[config.mk]
export PLATFORM = sky130hd
export DESIGN_NAME = ds1302_ctrl
export DESIGN_NICKNAME = d
export VERILOG_FILES = /design/src/rtl/ds1302_ctrl.sv
export SDC_FILE = /design/constraint.sdc
export NUM_CORES = 1
export LEC_CHECK = 0
export CAP_MARGIN = 20
export CORE_MARGIN = 8
export CORE_UTILIZATION = 54
export DETAILED_ROUTE_END_ITERATION = 6
export PLACE_DENSITY_LB_ADDON = 0.08
export SYNTH_ARGS = -nofsm -noshare
export SYNTH_HDL_FRONTEND = slang
export SYNTH_SLANG_ARGS = --single-unit
[constraint.sdc]
create_clock -name clk -period 5.9 [get_ports clk]
set_input_delay 1.475 -clock clk [delete_from_list [all_inputs] [get_ports clk]]
set_output_delay 1.475 -clock clk [all_outputs]
set_load 0.005 [all_outputs]
[src/rtl/ds1302_ctrl.sv]
// DS1302 sequencer: clears write-protect, polls the 7 time registers, services set-time writes.
// One driver transaction at a time over an en/busy handshake; every handshake phase is bounded by a timeout.
module ds1302_ctrl #(
    parameter int CLK_FRE     = 50,
    parameter int POLL_MS     = 100,
    parameter int TIMEOUT_CYC = 20000
) (
    input  logic        clk,
    input  logic        rst_n,
    input  logic        set_req,
    input  logic [55:0] set_time,
    output logic        set_done,
    output logic [55:0] time_out,
    output logic        time_valid,
    output logic        init_done,
    output logic        err,
    output logic [7:0]  drv_addr,
    output logic [7:0]  drv_wdata,
    output logic        drv_en,
    input  logic        drv_busy,
    input  logic [7:0]  drv_rdata
);

    localparam logic [31:0] POLL_TC = 32'(POLL_MS * CLK_FRE * 1000 - 1);
    localparam int TO_W = $clog2(TIMEOUT_CYC + 1);
    localparam logic [TO_W-1:0] TO_TC = TO_W'(TIMEOUT_CYC - 1);

    typedef enum logic [1:0] {WP_OFF, POLL_WAIT, RD_BURST, WR_BURST} state_t;
    typedef enum logic [1:0] {PH_LOAD, PH_ISSUE, PH_WAIT} phase_t;

    state_t          state, state_nx;
    phase_t          phase, phase_nx;
    logic [2:0]      idx, idx_nx;
    logic [31:0]     poll_cnt, poll_nx;
    logic [TO_W-1:0] ph_cnt, ph_cnt_nx;
    logic            pend, pend_nx, pend_new, pend_new_nx;
    logic [55:0]     pend_time, pend_time_nx, wr_buf, wr_buf_nx, rd_buf, rd_buf_nx;
    logic [55:0]     time_out_nx;
    logic            time_valid_nx, set_done_nx, err_nx, init_done_nx, en_nx;
    logic [7:0]      addr_nx, wdata_nx, cmd_addr, cmd_wdata;
    logic            txn_done, txn_abort;

    // Command byte for the transaction at (state, idx); reads use the odd addresses.
    always_comb begin
        cmd_addr  = 8'h8E;
        cmd_wdata = 8'h00;
        case (state)
            RD_BURST: cmd_addr = {4'b1000, idx, 1'b1};
            WR_BURST: begin
                cmd_addr  = {4'b1000, idx, 1'b0};
                cmd_wdata = (idx == 3'd0) ? {1'b0, wr_buf[6:0]} : wr_buf[8*idx +: 8];
            end
            default: ;
        endcase
    end

    always_comb begin
        state_nx      = state;
        phase_nx      = phase;
        idx_nx        = idx;
        poll_nx       = poll_cnt;
        ph_cnt_nx     = ph_cnt;
        pend_nx       = pend;
        pend_new_nx   = pend_new;
        pend_time_nx  = pend_time;
        wr_buf_nx     = wr_buf;
        rd_buf_nx     = rd_buf;
        time_out_nx   = time_out;
        time_valid_nx = 1'b0;
        set_done_nx   = 1'b0;
        err_nx        = 1'b0;
        init_done_nx  = init_done;
        addr_nx       = drv_addr;
        wdata_nx      = drv_wdata;
        en_nx         = drv_en;
        txn_done      = 1'b0;
        txn_abort     = 1'b0;

        if (set_req) begin
            pend_nx      = 1'b1;
            pend_time_nx = set_time;
            if (state == WR_BURST)
                pend_new_nx = 1'b1;
        end

        case (state)
            POLL_WAIT: begin
                poll_nx = poll_cnt + 32'd1;
                // A request arriving in the entry cycle is merged into this burst (latest wins).
                if (init_done && pend) begin
                    state_nx  = WR_BURST;
                    phase_nx  = PH_LOAD;
                    idx_nx    = 3'd0;
                    wr_buf_nx = set_req ? set_time : pend_time;
                end else if (poll_cnt == POLL_TC) begin
                    state_nx = init_done ? RD_BURST : WP_OFF;
                    phase_nx = PH_LOAD;
                    idx_nx   = 3'd0;
                end
            end
            default: begin
                case (phase)
                    PH_LOAD: begin
                        en_nx     = 1'b1;
                        addr_nx   = cmd_addr;
                        wdata_nx  = cmd_wdata;
                        phase_nx  = PH_ISSUE;
                        ph_cnt_nx = '0;
                    end
                    PH_ISSUE: begin
                        if (drv_busy) begin
                            en_nx     = 1'b0;
                            phase_nx  = PH_WAIT;
                            ph_cnt_nx = '0;
                        end else if (ph_cnt == TO_TC) begin
                            txn_abort = 1'b1;
                        end else begin
                            ph_cnt_nx = ph_cnt + 1'b1;
                        end
                    end
                    default: begin
                        if (!drv_busy)
                            txn_done = 1'b1;
                        else if (ph_cnt == TO_TC)
                            txn_abort = 1'b1;
                        else
                            ph_cnt_nx = ph_cnt + 1'b1;
                    end
                endcase

                if (txn_abort) begin
                    err_nx      = 1'b1;
                    en_nx       = 1'b0;
                    state_nx    = POLL_WAIT;
                    poll_nx     = '0;
                    pend_new_nx = 1'b0;
                end else if (txn_done) begin
                    phase_nx  = PH_LOAD;
                    idx_nx    = idx + 3'd1;
                    ph_cnt_nx = '0;
                    if (state == RD_BURST)
                        rd_buf_nx[8*idx +: 8] = (idx == 3'd0) ? (drv_rdata & 8'h7F) : drv_rdata;
                    if (state == WP_OFF || idx == 3'd6) begin
                        state_nx = POLL_WAIT;
                        poll_nx  = '0;
                        case (state)
                            WP_OFF:   init_done_nx = 1'b1;
                            RD_BURST: begin
                                time_out_nx   = {drv_rdata, rd_buf[47:0]};
                                time_valid_nx = 1'b1;
                            end
                            default: begin
                                set_done_nx = 1'b1;
                                pend_nx     = set_req | pend_new;
                                pend_new_nx = 1'b0;
                            end
                        endcase
                    end
                end
            end
        endcase
    end

    always_ff @(posedge clk or negedge rst_n) begin
        if (!rst_n) begin
            state      <= WP_OFF;
            phase      <= PH_LOAD;
            idx        <= '0;
            poll_cnt   <= '0;
            ph_cnt     <= '0;
            pend       <= 1'b0;
            pend_new   <= 1'b0;
            pend_time  <= '0;
            wr_buf     <= '0;
            rd_buf     <= '0;
            time_out   <= '0;
            time_valid <= 1'b0;
            set_done   <= 1'b0;
            err        <= 1'b0;
            init_done  <= 1'b0;
            drv_addr   <= '0;
            drv_wdata  <= '0;
            drv_en     <= 1'b0;
        end else begin
            state      <= state_nx;
            phase      <= phase_nx;
            idx        <= idx_nx;
            poll_cnt   <= poll_nx;
            ph_cnt     <= ph_cnt_nx;
            pend       <= pend_nx;
            pend_new   <= pend_new_nx;
            pend_time  <= pend_time_nx;
            wr_buf     <= wr_buf_nx;
            rd_buf     <= rd_buf_nx;
            time_out   <= time_out_nx;
            time_valid <= time_valid_nx;
            set_done   <= set_done_nx;
            err        <= err_nx;
            init_done  <= init_done_nx;
            drv_addr   <= addr_nx;
            drv_wdata  <= wdata_nx;
            drv_en     <= en_nx;
        end
    end

endmodule

==> results of run 1 <==
[worst max-delay path, stage by stage]
cell and delay, ns:
clkdlybuf4s50_1 0.56, nand4b_1 0.36, nor2b_4 0.55, buf_4 0.54
mux2_2 0.39
[layer usage]
metal / wire [um] / part of all wire [%] / GRT usage (%) / vias up
li1: - / - / - / 3960
met1: 13100 / 46 / 28.2 / 4269
met2: 13300 / 47 / 31.7 / 202
met3: 1370 / 4.8 / 3.91 / 49
met4: 661 / 2.3 / 5.28 / 0
met5: 0 / 0 / 0 / -
[cell type report]
| class | count | area [sq um] | share of cell area [%] |
|---|---|---|---|
| Multi-Input combinational cell | 661 | 4940 | 32.5 |
| Clock inverter | 12 | 194 | 1.28 |
| Clock buffer | 45 | 878 | 5.78 |
| Sequential cell | 290 | 7260 | 47.7 |
| Tap cell | 285 | 357 | 2.35 |
| Inverter | 18 | 67.6 | 0.444 |
| Timing Repair Buffer | 152 | 1510 | 9.91 |
[sequential cells by signal (all words and copies together), names as in the netlist, 2 cells and up]
| register | flops |
|---|---|
| rd_buf | 48 |
| poll_cnt | 32 |
| time_out | 56 |
| phase | 2 |
| ph_cnt | 15 |
| drv_wdata | 8 |
| drv_addr | 5 |
| wr_buf | 56 |
| state | 2 |
| idx | 3 |
| pend_time | 56 |
[worst min path at each step]
| stage | depth (start not counted) | slack, ns | end |
|---|---|---|---|
| 5_1_grt | 1 | 0.49 | drv_addr[7]$_DFFE_PN0P_ |
| 3_3_place_gp | 1 | 0.45 | drv_addr[7]$_DFFE_PN0P_ |
| 6_report | 1 | 0.48 | drv_addr[7]$_DFFE_PN0P_ |
| 2_1_floorplan | 1 | 0.44 | ph_cnt[11]$_DFFE_PN0N_ |
| 3_5_place_dp | 1 | 0.46 | drv_addr[7]$_DFFE_PN0P_ |
| 4_1_cts | 1 | 0.47 | drv_addr[7]$_DFFE_PN0P_ |
[cells in the mapped netlist (3+ instances only)]
library cell / instances
a31oi_1: 14
o21ai_1: 6
nor4_1: 7
a21o_1: 3
nor4b_1: 3
nor2_1: 30
a21oi_1: 22
buf_4: 8
mux2_2: 162
and2_1: 3
buf_2: 29
o22ai_1: 3
nand2b_1: 5
and4_1: 5
nor3b_1: 3
and3_1: 10
nand2_1: 103
nand3_2: 3
buf_1: 5
ha_1: 8
nor3_1: 8
nand4_1: 22
or4_1: 5
inv_1: 16
or3_1: 3
nand3_1: 32
o31ai_1: 9
nand3b_1: 3
a22oi_1: 9
o211ai_1: 8
o22a_1: 3
nor2b_1: 5
mux4_2: 8
mux2_1: 25
clkbuf_1: 17
dfrtp_1: 290
o21ai_0: 98
a221o_1: 8
[cell families after synthesis]
group	count (synthesis)
flops	290
simple gates	262
mux	196
compound gates	192
buf+inv	78
fa+ha+maj	8
other cells	1
[metrics by stage]
stage | std cells | setup WS, ns
after floorplan | 1029 | 3.00
after global placement | 1406 | 1.91
after detailed placement | 1406 | 1.85
after CTS | 1463 | 2.42
after global routing | 1463 | 2.24
final | 1463 | 2.40
[report_power, final]
part | switching (mW) | total [mW] | internal (mW)
Combinational | 0.0965 | 0.194 | 0.0970
Sequential | 0.0198 | 2.07 | 2.05
Clock | 0.770 | 2.02 | 1.25
==> reports/metrics.yaml, run 1 <==
avgViaCountPerCell: 5.80
synth_edf_count: 0
fin_util_pct: 67.0
synth_compound_area_share_pct: 9.08
cts_tree: "done"
path_clk_slew_ns: 0.06
power.leakage_nw: 6.64
worstSetupEndpoint: "time_out[20]$_DFFE_PN0P_"
post_cts_buffers: 0
ys.warnings.count: 0
overflow: 0
reg2reg_to: "rd_buf[1]$_DFFE_PN0P_"
yosysTopAreaCell: "dfrtp_1"
start_util_pct: 55.3
worst_pin_slew_ns: 1.16
syn_inst: 1027
fp-row-count: 55
dpl_cell_area_sq_um: 14100
ir_worst_vdd_uv: 251
hp-class: "flop to flop"
period_needed_ns: 3.50
worst_setup_path_start_kind: "input port"
layout_commonest_cell: "dfrtp_1"
synth_xor_area_share_pct: 0
drive_gt1_share_pct: 21.1
cts_resized: 0
fp.dieW_um: 168
ys_seq_elements: 290
r2r-start: "idx[1]$_DFFE_PN0P_"
nets: 1230
crit_required_ns: 6.32
routed_wl_um: 28400
yosys-top-cells-area: "dfrtp_1 (58%), mux2_2 (15%), o21ai_0 (3.9%)"
dr.first_iter.drc_count: 666
vias: 8480
antenna_found_initial: 0
synth_flop_cell: "dfrtp_1"
finalCritPeriodShare_pct: 59.3
end_kind: "flop"
reg2reg_depth: 6
area_delta_synth_final_pct: 21.2
maxSlewViolCount: 0
antenna_cells: 0
relSlewSlack_pct: 22.3
cp-startpoint: "drv_busy"
die_area_sq_um: 28400
rsz0062_at_grt: "no"
fin_tns_setup_ns: 0
ys_types: 60
synth_top_family_by_area: "multiplexers"
grt_use_total_pct: 20.1
cts-root-buf: "clkbuf_16"
critPathArrivalTime_ns: 3.92
hold_violations: 0
grt_pass1_wl_um: 46800
path_class: "input port to flop"
drtAntennaViolNets: 0
drc: 0
portBuffers: 141
grt_max_degree: 110
clock_skew_ns: 0.0183
async_reset_ff_share_pct: 100
fillers: 1733
r2r_slack_ns: 2.79
die_y_um: 168
outcome: "finished, final reports clean"
io_pins: 145
final_cell_mix: "dfrtp_1 (290), mux2_2 (162), clkdlybuf4s50_1 (139)"
synthSimpleGateAreaFrac_pct: 11.0
ctsHoldBuffers: 0
h-tree-depth: 1
dr.pass1.iters: 5
design_area_sq_um: 15200
maxCapViolCount: 0
routabilityCongestion: 0.769
syn_area_sq_um: 12500
crit_fanout: 38
grt_pass1_vias: 8673
finalSetupViolCount: 0
worstHoldStart: "drv_addr[7]$_DFFE_PN0P_"
powerDensity_nw_per_um2: 281
clock-sinks: 290
max_freq_ghz: 0.286
dpl.hpwl_um: 18800
synth_top_area_share_pct: 57.8
ctsLongestPathBuffers: 3
cts_buffers: 31
avgRoutedWirePerCell_um: 19.4
design.core.area_sq_um: 22700
synth_fa_ha_area_share_pct: 0.798
ys_seq_area_share_pct: 57.8
clock_latency_ns: 0.56
hold_ws_ns: 0.475
synth.area.mux_share_pct: 18.3
syn_area_per_cell_sq_um: 12.2
total_power_mw: 4.28
No activity file was read; power rests on OpenSTA's default activity.
==> run 2: changes to the inputs <==
--- a/config.mk
+++ b/config.mk
@@ -7,7 +7,7 @@
 export LEC_CHECK = 0
 export CAP_MARGIN = 20
 export CORE_MARGIN = 8
-export CORE_UTILIZATION = 54
+export CORE_UTILIZATION = 51
 export DETAILED_ROUTE_END_ITERATION = 6
 export PLACE_DENSITY_LB_ADDON = 0.08
 export SYNTH_ARGS = -nofsm -noshare
==> constraint.sdc (replaced) <==
create_clock -name clk -period 3.1 [get_ports clk]
set_input_delay 0.775 -clock clk [delete_from_list [all_inputs] [get_ports clk]]
set_output_delay 0.775 -clock clk [all_outputs]
set_load 0.005 [all_outputs]
==> run 2 against run 1 <==
Against the previous run:
- register-to-register slack worse by 2.3 ns
- final cell count is 3.5% higher
- clock-buffer cell count is 2 lower
- die area is 5.3% higher
- highest routed layer unchanged
- routed wire length is 0.66% lower
- sequential cell count stayed put
- design area is 1.5% higher
- total power is 92% higher
- critical path depth is 1 higher
- critical path type is now flop to flop
- non-clock buffer count is 12 higher
==> reports/metrics.yaml, run 2 (synthesis gave the netlist of run 1 again) <==
maxSlewViolCount: 0  # unchanged
cp_cell_sequence: "inv_1 -> ha_1 -> ha_1 -> nor3b_2 -> nor4b_4 -> mux2_2"
reg.largest.list: "pend_time x56, time_out x56, wr_buf x56"
crit_required_ns: 3.54  # -2.78 ns
hold_violations: 0  # unchanged
powerDensity_nw_per_um2: 532  # +89%
vias: 8446  # -0.40%
io_pins: 145  # unchanged
final_cell_mix: "dfrtp_1 (290), mux2_2 (162), clkdlybuf4s50_1 (139)"
grt_use_total_pct: 18.7  # -1.4 points
power.leakage_nw: 6.75  # +1.6%
total_power_mw: 8.21  # +92%
cts_tree: "done"
antenna_cells: 0  # unchanged
routabilityCongestion: 0.768  # -0.20%
fp-row-count: 57  # +3.6%
grt_max_degree: 79  # -28%
grt_pass1_wl_um: 46500  # -0.53%
post_cts_buffers: 0  # unchanged
avgViaCountPerCell: 5.58  # -3.8%
maxCapViolCount: 0  # unchanged
outcome: "finished, final reports clean"
max_freq_ghz: 0.379
relSlewSlack_pct: 29.6  # +7.3 points
drive_gt1_share_pct: 22.1  # +1.0 points
drc: 0  # unchanged
crit_fanout: 12  # -68%
dpl.hpwl_um: 19000  # +1.2%
clock_latency_ns: 0.56  # about the same
start_util_pct: 51.7  # -3.5 points
drtAntennaViolNets: 0  # unchanged
ctsHoldBuffers: 0  # unchanged
critical-path-max-stage-delay_ns: 0.56  # about the same
end_kind: "flop"
crit_path_frequent_cell: "ha_1"
die_y_um: 173  # +2.6%
portBuffers: 141  # unchanged
path_delay_family: "simple AND/OR/NAND/NOR gates"
ir_worst_vdd_uv: 330  # +31%
path_class: "flop to flop"
crit_buf_inv: 1  # -1
dr.pass1.iters: 5  # unchanged
cts_resized: 0  # unchanged
period_needed_ns: 2.64
grt_pass1_vias: 8403  # -3.1%
routed_wl_um: 28300  # -0.66%
cts-root-buf: "clkbuf_16"
critPathArrivalTime_ns: 3.08  # -0.84 ns
h-tree-depth: 1  # unchanged
worst_setup_path_start_kind: "flop"
antenna_found_initial: 0  # unchanged
design_area_sq_um: 15400  # +1.5%
dpl_cell_area_sq_um: 14300  # +1.5%
layout_commonest_cell: "dfrtp_1"
rsz0062_at_grt: "no"
clock_skew_ns: 0.00995  # -0.00839 ns
design.core.area_sq_um: 24200  # +6.8%
finalCritPeriodShare_pct: 85.0
nets: 1242  # +0.98%
clock-sinks: 290  # unchanged
worst_pin_slew_ns: 1.06  # -0.101 ns
area_delta_synth_final_pct: 23.0
finalSetupViolCount: 0  # unchanged
crit_slowest_cell: "nor4b_4"
path_clk_slew_ns: 0.06  # about the same
fp.dieW_um: 173  # +2.6%
cts_buffers: 31  # unchanged
avgRoutedWirePerCell_um: 18.7  # -4.0%
ctsLongestPathBuffers: 3  # unchanged
hp-class: "input port to async pin"
dr.first_iter.drc_count: 579  # -13%
overflow: 0  # unchanged
die_area_sq_um: 29900  # +5.3%
[run 2: through the flow]
stage,setup WS (ns),std cells,TNS [ns],hold slack (ns),util (%)
finish,0.464,1514,0,0.204,63.7
global route,0.310,1514,0,0.236,63.7
CTS,0.448,1514,0,0.219,63.7
detailed placement,-0.0857,1457,-0.339,0.464,59.2
global placement,-0.0386,1457,-0.0425,0.458,59.2
floorplan,0.789,1029,0,0.438,-
[run 2: worst paths after layout]
kind | from | endpoint | slack, ns | cells past startpoint
setup / recovery | idx[1]$_DFFE_PN0P_ | rd_buf[4]$_DFFE_PN0P_ | 0.46 | 6
hold / removal | rst_n | poll_cnt[23]$_DFFE_PN0P_ | 0.20 | 1
setup reg to reg | idx[1]$_DFFE_PN0P_ | rd_buf[4]$_DFFE_PN0P_ | 0.46 | 6
hold reg to reg | rd_buf[19]$_DFFE_PN0P_ | rd_buf[19]$_DFFE_PN0P_ | 0.47 | 2
max in group asynchronous | rst_n | time_out[4]$_DFFE_PN0P_ | 2.09 | 2
min in group clk | rd_buf[19]$_DFFE_PN0P_ | rd_buf[19]$_DFFE_PN0P_ | 0.47 | 2
[run 2: cell type report]
cell class	instances	area (sq um)
Clock buffer	43	881
Timing Repair Buffer	164	1670
Sequential cell	290	7260
Fill cell	1933	8810
Tap cell	324	405
Multi-Input combinational cell	661	4940
Inverter	18	67.6
Clock inverter	14	210
[run 2: routing by layer]
metal	GRT usage (%)	vias to the layer above	part of all wire (%)
li1	-	3995	-
met1	27.0	4258	47
met2	29.6	170	48
met3	3.11	23	4.3
met4	3.63	0	1.2
met5	0	-	0
[run 2: report_power, final]
| part | leakage, nW | internal, mW | switching, mW |
|---|---|---|---|
| registers | 3.67 | 3.90 | 0.0365 |
| clock network | 0.544 | 2.40 | 1.50 |
| logic | 2.54 | 0.197 | 0.186 |
